==> src/rtl/store_rom_config_multi.sv <==
// Tracks MiSTer ioctl ROM downloads for SLOTS cartridge slots, keeps a descriptor per slot,
// and announces every descriptor change to the slot-configuration logic one slot at a time.

package MSX;
    typedef struct packed {
        logic        loaded;
        logic [4:0]  rom_mapper;
        logic [24:0] rom_size;
    } ioctl_rom_t;
endpackage

module store_rom_config_multi #(
    parameter int SLOTS      = 2,
    parameter int BASE_INDEX = 3,
    parameter int SLOT_W     = (SLOTS > 1) ? $clog2(SLOTS) : 1
) (
    input  logic              clk,
    input  logic              reset,
    input  logic              ioctl_download,
    input  logic [15:0]       ioctl_index,
    input  logic [26:0]       ioctl_addr,
    input  logic [SLOTS-1:0]  rom_eject,
    input  logic              update_ack,
    output logic              update_request,
    output logic [SLOT_W-1:0] update_slot,
    output logic              load_error,
    output MSX::ioctl_rom_t   ioctl_rom [SLOTS]
);

    localparam logic [0:0] ST_IDLE = 1'b0;
    localparam logic [0:0] ST_REQ  = 1'b1;

    logic              download_prev_reg;
    logic              armed_reg;
    logic              active_reg;
    logic [15:0]       idx_reg;
    logic [SLOTS-1:0]  pending_reg;
    logic [SLOTS-1:0]  pending_next;
    logic [0:0]        state_reg;
    logic [SLOT_W-1:0] update_slot_reg;
    logic              load_error_reg;

    logic              loaded_reg [SLOTS];
    logic [4:0]        mapper_reg [SLOTS];
    logic [24:0]       size_reg   [SLOTS];

    logic              start_evt;
    logic              end_evt;
    logic [24:0]       new_size;
    logic              size_zero;
    logic [4:0]        new_mapper;
    logic [SLOTS-1:0]  load_hit;
    logic [SLOTS-1:0]  err_hit;
    logic [SLOTS-1:0]  set_mask;
    logic [SLOTS-1:0]  clr_mask;
    logic [SLOT_W-1:0] first_slot;
    logic              unused_bits;

    // A rising edge only counts once download has been seen low since reset, so a
    // download already in flight when reset releases never gets captured.
    assign start_evt  = ioctl_download & ~download_prev_reg & armed_reg;
    assign end_evt    = ~ioctl_download & download_prev_reg & active_reg;
    assign new_size   = ioctl_addr[24:0];
    assign size_zero  = (new_size == 25'd0);
    assign new_mapper = idx_reg[15] ? idx_reg[10:6] : 5'd0;

    assign unused_bits = ^{idx_reg[14:11], ioctl_addr[26:25]};

    generate
        for (genvar gi = 0; gi < SLOTS; gi++) begin : g_slot
            logic slot_match;
            assign slot_match   = (idx_reg[5:0] == 6'(BASE_INDEX + gi));
            assign load_hit[gi] = end_evt & slot_match & ~size_zero;
            assign err_hit[gi]  = end_evt & slot_match & size_zero;
            assign set_mask[gi] = load_hit[gi] | rom_eject[gi];
            assign clr_mask[gi] = (state_reg == ST_REQ) & update_ack
                                  & (update_slot_reg == SLOT_W'(gi));
            assign ioctl_rom[gi] = '{loaded:     loaded_reg[gi],
                                     rom_mapper: mapper_reg[gi],
                                     rom_size:   size_reg[gi]};
        end
    endgenerate

    // A new event in the ack cycle must survive the clear, hence set after clear.
    assign pending_next = (pending_reg & ~clr_mask) | set_mask;

    always_comb begin
        first_slot = '0;
        for (int i = SLOTS - 1; i >= 0; i--) begin
            if (pending_reg[i]) begin
                first_slot = SLOT_W'(i);
            end
        end
    end

    always_ff @(posedge clk or posedge reset) begin
        if (reset) begin
            download_prev_reg <= 1'b0;
            armed_reg         <= 1'b0;
            active_reg        <= 1'b0;
            idx_reg           <= '0;
            load_error_reg    <= 1'b0;
        end else begin
            download_prev_reg <= ioctl_download;
            load_error_reg    <= |err_hit;
            if (!ioctl_download) begin
                armed_reg <= 1'b1;
            end
            if (start_evt) begin
                idx_reg    <= ioctl_index;
                active_reg <= 1'b1;
            end else if (end_evt) begin
                active_reg <= 1'b0;
            end
        end
    end

    // Eject is applied after the load so it wins on the loaded flag only.
    always_ff @(posedge clk or posedge reset) begin
        if (reset) begin
            for (int i = 0; i < SLOTS; i++) begin
                loaded_reg[i] <= 1'b0;
                mapper_reg[i] <= '0;
                size_reg[i]   <= '0;
            end
        end else begin
            for (int i = 0; i < SLOTS; i++) begin
                if (load_hit[i]) begin
                    loaded_reg[i] <= 1'b1;
                    mapper_reg[i] <= new_mapper;
                    size_reg[i]   <= new_size;
                end
                if (rom_eject[i]) begin
                    loaded_reg[i] <= 1'b0;
                end
            end
        end
    end

    always_ff @(posedge clk or posedge reset) begin
        if (reset) begin
            pending_reg     <= '0;
            state_reg       <= ST_IDLE;
            update_slot_reg <= '0;
        end else begin
            pending_reg <= pending_next;
            case (state_reg)
                ST_IDLE: begin
                    if (|pending_reg) begin
                        update_slot_reg <= first_slot;
                        state_reg       <= ST_REQ;
                    end
                end
                default: begin
                    if (update_ack) begin
                        state_reg <= ST_IDLE;
                    end
                end
            endcase
        end
    end

    assign update_request = (state_reg == ST_REQ);
    assign update_slot    = update_slot_reg;
    assign load_error     = load_error_reg;

endmodule

==> config.mk <==
export PLATFORM = sky130hd
export DESIGN_NAME = store_rom_config_multi
export DESIGN_NICKNAME = d
export VERILOG_FILES = /design/src/rtl/store_rom_config_multi.sv
export SDC_FILE = /design/constraint.sdc
export NUM_CORES = 1
export LEC_CHECK = 0
export ABC_AREA = 1
export BUFFER_PORTS_ARGS = -buffer_cell sky130_fd_sc_hd__buf_2
export CORE_AREA = 2 2 83 85
export CTS_BUF_LIST = sky130_fd_sc_hd__clkbuf_16
export CTS_CLUSTER_DIAMETER = 150
export CTS_CLUSTER_SIZE = 16
export DETAILED_ROUTE_END_ITERATION = 10
export DIE_AREA = 0 0 85 87
export PLACE_DENSITY = 0.83
export SYNTH_ARGS = -nofsm -noshare
export SYNTH_HDL_FRONTEND = slang
export SYNTH_SLANG_ARGS = --single-unit
==> constraint.sdc <==
create_clock -name clk -period 5.3 [get_ports clk]
set_clock_uncertainty 0.2 [all_clocks]
set_input_delay 1.06 -clock clk [delete_from_list [all_inputs] [get_ports clk]]
set_output_delay 1.06 -clock clk [all_outputs]
set_load 0.01 [all_outputs]
==> impl_metrics.toml, run 1 <==
[worst_setup_path]
regToRegSetupSlack_ns = 3.36
critPathCaptureType = "flip-flop"
slowest_stage = "nand2_1"
path_common_cell = "nand2_1"
arrival_ns = 3.05
critPathKind = "in -> reg"
cpPeakStageDelay_ns = 0.56
worstPathMaxFanout = 34
required_ns = 5.35
cp-start-kind = "input pin"
cp_cell_sequence = "buf_2 > inv_1 > nand2_1 > nor2_1 > nand2_1 > nor2_1 > nand2_2 > nand2_1 > buf_4 > nand2_1 > nand2_1"

[cts]
ctsHoldBuffers = 0
numCtsBuffers = 9
cts_resized = 0
cts_root_buffer = "clkbuf_16"
post_cts_buffers = 0
clk_path_buf_depth = 2
cts_sinks = 82
path_clk_slew_ns = 0.05
worstSkewPairLatency_ns = 0.32
cts_tree = "done"
cts_max_level = 3

[global_route]
overflow = 0
antenna_found_initial = 0
grt_max_degree = 44
grtUsageTotal = 0.219
grt_pass1_wl_mm = 12.8
grt_pass1_vias = 2703

[pwr]
worst_ir_drop_vdd_mv = 0.231
p_leak_nw = 2.61
power_mw = 1.45
p_per_area_mw_per_mm2 = 339

[detailed_routing]
wl_mm = 7.93
vias = 2888
routedWlPerCell_um = 13.9
first_iter_violations = 155
route.detailed.drc = 0
routed_via_density = 5.08
drtPass1Iterations = 4
ant_nets = 0

[die]
dieArea_mm2 = 0.00740
initial_core_util = 0.519
die_w_um = 85
die-height_um = 87
rows = 30
core_area_mm2 = 0.00657
num_io_pins = 114

[place]
place_congestion = 0.775
dp_slack_ns = 1.95
dp_hpwl_mm = 5.40
numPortBuffers = 107

[logic_synthesis]
syn_area_per_cell_um2 = 8.92
ys_seq_area_frac = 0.602
synth.distinct_cells = 18
synth_nets = 431
netlist_instances = 382
syn-cell-area_mm2 = 0.00341
yosys_warnings = 0
ys_ff_latch = 82

[layout]
largest_register_ffs = 62
area_growth_pct = 25.7
final_common_cell = "nand2_1"
fin_util = 0.652
diodes = 0
drive_gt1_frac = 0.288
mostFrequentLayoutCells = "nand2_1, buf_2, dfrtp_1"
nets = 535

[sta]
grt_setup_unrepaired = "false"
layout_setup_ws_ns = 2.30
final_hold_viol_count = 0
setup_viol = 0
fin_crit_ns = 3.00
tns_ns = 0
drv_slew = 0
layout_worst_path_cycle_share = 0.565
tightest_slew_ns = 0.672
max_freq_ghz = 0.334
slew_headroom = 0.551

[status]
status = "finished clean"

[run]
drv_cap = 0

[min_path]
hold_class = "reg -> reg"
==> cells by family (layout without fill, tap and decap cells) <==
family | count (synthesis) | in the layout | share of synthesized area
and+or+nand+nor | 230 | 230 | 0.290
buffers and inverters | 49 | 156 | 0.0609
DFF | 82 | 82 | 0.602
AOI/OAI and AO/OA | 13 | 13 | 0.0202
muxes | 8 | 8 | 0.0264
==> cell usage after synthesis, drive strengths merged <==
cell type / instances / area, µm²
nor3: 2 / 32.5
nor2: 19 / 73.8
nand4: 1 / 6.26
dfrtp: 82 / 2050
mux2: 8 / 90.1
buf: 13 / 72.6
inv: 30 / 113
nand2: 143 / 544
o21ai: 3 / 15.0
clkbuf: 6 / 22.5
a21oi: 10 / 53.8
nand3b: 1 / 7.51
nand3: 64 / 325
==> critical path: cells and delay by family <==
family,cells,cell delay (ns)
buffers and inverters,3,0.51
and+or+nand+nor,8,1.46
==> power by group <==
| group | total (mW) | internal [mW] | switching (mW) |
|---|---|---|---|
| sequential | 0.693 | 0.667 | 0.0261 |
| combinational | 0.135 | 0.0552 | 0.0799 |
| clock | 0.626 | 0.403 | 0.224 |
| total | 1.45 | 1.12 | 0.330 |
==> layer usage <==
layer,part of all wire,track usage,vias up,routed length [µm]
met1,0.43,0.303,1349,3450
met4,0.016,0.0866,0,130
li1,-,-,1415,-
met3,0.065,0.0417,13,515
met5,0,0,-,0
met2,0.48,0.346,111,3840
==> final timing paths <==
path,startpoint,endpoint,depth (start not counted)
min in group asynchronous,reset,ioctl_rom[33],2
max in group asynchronous,reset,ioctl_rom[56],3
max reg2reg,download_prev_reg,ioctl_rom[37],8
max,ioctl_addr[1],ioctl_rom[36],11
min,ioctl_rom[15],ioctl_rom[15],2
min reg2reg,ioctl_rom[15],ioctl_rom[15],2
==> cell type report <==
class,instances,area [µm²]
clock buffers,9,225
clock inverters,5,72.6
fillers,537,2280
inverters,30,114
multi-input cells,251,1150
flip-flops and latches,82,2050
well taps,80,100
repair buffers,112,573
==> stage by stage <==
stage / cells / hold slack, ns / cell area (µm²)
after floorplan: 382 / 0.232 / 3410
after CTS: 569 / 0.266 / 4290
after detailed placement: 555 / 0.253 / 3990
final: 569 / 0.264 / 4290
after global placement: 555 / 0.239 / 3990
after global routing: 569 / 0.284 / 4290
Power figures use the tool's default switching activity.
==> run 2, diff against run 1 <==
--- a/config.mk
+++ b/config.mk
@@ -7,13 +7,13 @@
 export LEC_CHECK = 0
 export ABC_AREA = 1
 export BUFFER_PORTS_ARGS = -buffer_cell sky130_fd_sc_hd__buf_2
-export CORE_AREA = 2 2 83 85
+export CORE_AREA = 2 2 86 88
 export CTS_BUF_LIST = sky130_fd_sc_hd__clkbuf_16
 export CTS_CLUSTER_DIAMETER = 150
 export CTS_CLUSTER_SIZE = 16
 export DETAILED_ROUTE_END_ITERATION = 10
-export DIE_AREA = 0 0 85 87
-export PLACE_DENSITY = 0.83
+export DIE_AREA = 0 0 88 90
+export PLACE_DENSITY = 0.78
 export SYNTH_ARGS = -nofsm -noshare
 export SYNTH_HDL_FRONTEND = slang
 export SYNTH_SLANG_ARGS = --single-unit
==> constraint.sdc (replaced) <==
create_clock -name clk -period 3 [get_ports clk]
set_clock_uncertainty 0.2 [all_clocks]
set_input_delay 0.6 -clock clk [delete_from_list [all_inputs] [get_ports clk]]
set_output_delay 0.6 -clock clk [all_outputs]
set_load 0.01 [all_outputs]
==> impl_metrics.toml, run 2 (same netlist as run 1, synthesis figures left out) <==
[worst_setup_path]
critPathKind = "in -> reg"
critPathCaptureType = "flip-flop"
cp_cell_sequence = "buf_2 > inv_1 > nand2_1 > nor2_1 > nand2_1 > nor2_1 > nand2_2 > nand2_2 > buf_12 > nand2_1 > nand2_1"
required_ns = 3.06
worstReg2RegEnd = "ioctl_rom[42]"
arrival_ns = 2.12
r2r_start = "download_prev_reg"
path_buf_inv = 3
slowest_stage = "nand2_2"
cp-start-kind = "input pin"
critPathTopFamily = "simple AND/OR/NAND/NOR gates"
regToRegSetupSlack_ns = 1.20
cpPeakStageDelay_ns = 0.37
path_common_cell = "nand2_1"
worstPathMaxFanout = 19
r2r_cells = 8

[sta]
final_hold_viol_count = 0
slew_headroom = 0.509
fin_crit_ns = 2.06
setup_viol = 0
max_freq_ghz = 0.485
layout_worst_path_cycle_share = 0.687
hold_ws_ns = 0.163
tns_ns = 0
drv_slew = 0
grt_setup_unrepaired = "false"
layout_setup_ws_ns = 0.939
tightest_slew_ns = 0.736

[cts]
clk_path_buf_depth = 2
cts_resized = 0
ctsHoldBuffers = 0
path_clk_slew_ns = 0.06
cts_max_level = 3
cts_tree = "done"
post_cts_buffers = 0
cts_sinks = 82
numCtsBuffers = 9
cts_root_buffer = "clkbuf_16"
worstSkewPairLatency_ns = 0.33

[global_route]
antenna_found_initial = 0
grt_pass1_wl_mm = 13.6
grt_max_degree = 46
overflow = 0
grtUsageTotal = 0.218
grt_pass1_vias = 2909

[die]
dieArea_mm2 = 0.00792
die_w_um = 88
core_area_mm2 = 0.00702
rows = 31
num_io_pins = 114
die-height_um = 90
initial_core_util = 0.485

[detailed_routing]
first_iter_violations = 124
drtPass1Iterations = 4
ant_nets = 0
routedWlPerCell_um = 13.3
route.detailed.drc = 0
vias = 2871
routed_via_density = 4.84
wl_mm = 7.90

[layout]
area_growth_pct = 28.2
mostFrequentLayoutCells = "nand2_1, buf_2, dfrtp_1"
drive_gt1_frac = 0.296
nets = 538
final_common_cell = "nand2_1"
diodes = 0
largest_register_ffs = 62

[status]
status = "finished clean"

[place]
place_congestion = 0.800
dp_slack_ns = 0.575
dp_hpwl_mm = 5.41
numPortBuffers = 107

[pwr]
p_per_area_mw_per_mm2 = 596
worst_ir_drop_vdd_mv = 0.376
power_mw = 2.60
p_leak_nw = 2.64

[run]
drv_cap = 0

[min_path]
hold_class = "in -> async"
==> run 2: where the power goes <==
| part | internal [mW] | switching (mW) | total [mW] |
|---|---|---|---|
| clock network | 0.719 | 0.421 | 1.14 |
| logic | 0.0998 | 0.141 | 0.241 |
| registers | 1.18 | 0.0445 | 1.22 |
==> run 2: metrics by stage <==
stage | cell area (µm²) | utilization | std cells
after floorplan | 3410 | - | 382
after detailed placement | 4060 | 0.578 | 577
after global placement | 4060 | 0.578 | 577
after global routing | 4370 | 0.622 | 593
final | 4370 | 0.622 | 593
after CTS | 4370 | 0.622 | 593
==> run 2: cell type report <==
class                   count  area [µm²]
multi-input cells         251        1150
fillers                   638        2650
flip-flops and latches     82        2050
clock buffers               9         225
repair buffers            115         621
inverters                  30         114
clock inverters             7        85.1
well taps                  99         124
==> run 2: how the worst max path moves through the flow <==
stage / from / to / slack (ns) / depth (start not counted)
after floorplan: reset / active_reg / 0.09 / 1
after global placement: ioctl_addr[1] / ioctl_rom[30] / 0.60 / 10
after detailed placement: ioctl_addr[1] / ioctl_rom[23] / 0.58 / 11
after CTS: ioctl_addr[0] / ioctl_rom[7] / 0.88 / 11
after global routing: ioctl_addr[0] / ioctl_rom[7] / 0.70 / 11
final: ioctl_addr[0] / ioctl_rom[7] / 0.94 / 11
==> run 2: layer usage <==
layer,vias up,GRT usage,wire length (µm)
met5,-,0,0
met4,0,0.0513,38
met3,5,0.0643,535
met2,100,0.355,3820
met1,1349,0.286,3500
li1,1417,-,-
==> run 3, diff against run 2 <==
==> constraint.sdc (replaced) <==
create_clock -name clk -period 2.1 [get_ports clk]
set_clock_uncertainty 0.2 [all_clocks]
set_input_delay 0.42 -clock clk [delete_from_list [all_inputs] [get_ports clk]]
set_output_delay 0.42 -clock clk [all_outputs]
set_load 0.01 [all_outputs]
==> impl_metrics.toml, run 3 (same netlist as run 1, synthesis figures left out) <==
[pwr]
p_sw_mw = 0.859
worst_ir_drop_vdd_mv = 0.436
p_per_area_mw_per_mm2 = 797
p_leak_nw = 2.63
pwr-share-comb = 0.099
seq_power_share = 0.504
p_sw_frac = 0.247
p_int_mw = 2.61
clkPwrFrac = 0.397

[sta]
setup_viol = 0
final_hold_viol_count = 0
tightest_slew_ns = 0.436
drv_slew = 0
layout_setup_ws_ns = 0.511
fin_crit_ns = 1.59
grt_setup_unrepaired = "false"
max_freq_ghz = 0.630
layout_worst_path_cycle_share = 0.756
tns_ns = 0
slew_headroom = 0.709

[layout]
final_area_mm2 = 0.00435
final_common_cell = "nand2_1"
nets = 543
area_growth_pct = 27.7
largest_register_ffs = 62
drive_gt1_frac = 0.301
diodes = 0
mostFrequentLayoutCells = "nand2_1, buf_2, dfrtp_1"

[global_route]
overflow = 0
antenna_found_initial = 0
grt_pass1_wl_mm = 13.2
grt_pass1_vias = 2857
grtUsageTotal = 0.212
grt_max_degree = 83

[detailed_routing]
drtPass1Iterations = 4
first_iter_violations = 151
routedWlPerCell_um = 13.1
wl_mm = 7.86
routed_via_density = 4.91
ant_nets = 0
route.detailed.drc = 0
vias = 2934

[place]
dpl_cell_area_mm2 = 0.00409
dp_hpwl_mm = 5.48
numPortBuffers = 107
dp_slack_ns = 0.234
place_congestion = 0.761

[status]
status = "finished clean"

[die]
die_w_um = 88
core_area_mm2 = 0.00702
initial_core_util = 0.485
rows = 31
die-height_um = 90
dieArea_mm2 = 0.00792
num_io_pins = 114

[cts]
cts_max_level = 3
cts_root_buffer = "clkbuf_16"
worstSkewPairLatency_ns = 0.33
cts_sinks = 82
cts_tree = "done"
numCtsBuffers = 9
clk_path_buf_depth = 2
cts_resized = 0
ctsHoldBuffers = 0
post_cts_buffers = 0
path_clk_slew_ns = 0.06

[worst_setup_path]
worstPathMaxFanout = 17
cp-start-kind = "flip-flop"
critPathKind = "reg -> reg"
required_ns = 2.11
arrival_ns = 1.60
critPathCaptureType = "flip-flop"

[run]
drv_cap = 0

[min_path]
hold_class = "in -> async"
-- run 3: cell types whose count changed in the layout (fill, tap and decap cells not counted) --
cell / delta
buf_4: +6
clkinv_4: +1
bufinv_16: -2
clkinv_1: -1
clkinv_2: -2
inv_1: +2
buf_12: -1
clkinvlp_4: +2
-- run 3: layout make-up --
cell class / instances / area (µm²)
Fill cell: 620 / 2670
Sequential cell: 82 / 2050
Multi-Input combinational cell: 251 / 1150
Timing Repair Buffer: 120 / 646
Clock buffer: 9 / 225
Tap cell: 99 / 124
Inverter: 30 / 116
Clock inverter: 7 / 40.0
-- run 3: power groups by stage --
| stage | combinational [mW] | sequential, mW | clock, mW |
|---|---|---|---|
| floorplan | 0.166 | 1.79 | 0 |
| global route | 0.398 | 1.76 | 1.46 |
| detailed placement | 0.349 | 1.78 | 0 |
| global placement | 0.335 | 1.77 | 0 |
| finish | 0.344 | 1.75 | 1.38 |
| CTS | 0.351 | 1.75 | 1.41 |
-- run 3: final timing paths --
kind	start	endpoint	slack (ns)	depth (start not counted)
min	reset	ioctl_rom[57]	0.01	3
max in group asynchronous	reset	idx_reg[2]	1.34	3
max	download_prev_reg	ioctl_rom[14]	0.51	8
max reg2reg	download_prev_reg	ioctl_rom[14]	0.51	8
min in group clk	rom_eject[0]	ioctl_rom[61]	0.05	2
min reg2reg	pending_reg[0]	update_slot	0.26	1
-- run 3: critical path, stage by stage (launching register included) --
cell     delay [ns]
dfrtp_1        0.33
inv_1          0.06
nor2_2         0.12
nand2_2        0.11
nor3_4         0.24
nand2_2        0.08
buf_4          0.20
nand2_1        0.08
nand2_1        0.05
-- run 3: per-layer routing --
metal	up-vias	global-route usage	wire length, µm
met1	1400	0.288	3490
met3	10	0.0367	434
li1	1428	-	-
met5	-	0	0
met4	0	0.0756	91
met2	96	0.342	3840
-- run 3: through the flow --
stage / hold slack (ns) / total power, mW / instances / utilization
after floorplan: 0.232 / 1.96 / 382 / -
after global placement: 0.240 / 2.10 / 582 / 0.582
after detailed placement: 0.253 / 2.12 / 582 / 0.582
after CTS: 0.0313 / 3.51 / 598 / 0.620
after global routing: 0.0407 / 3.62 / 598 / 0.620
final: 0.00978 / 3.47 / 598 / 0.620
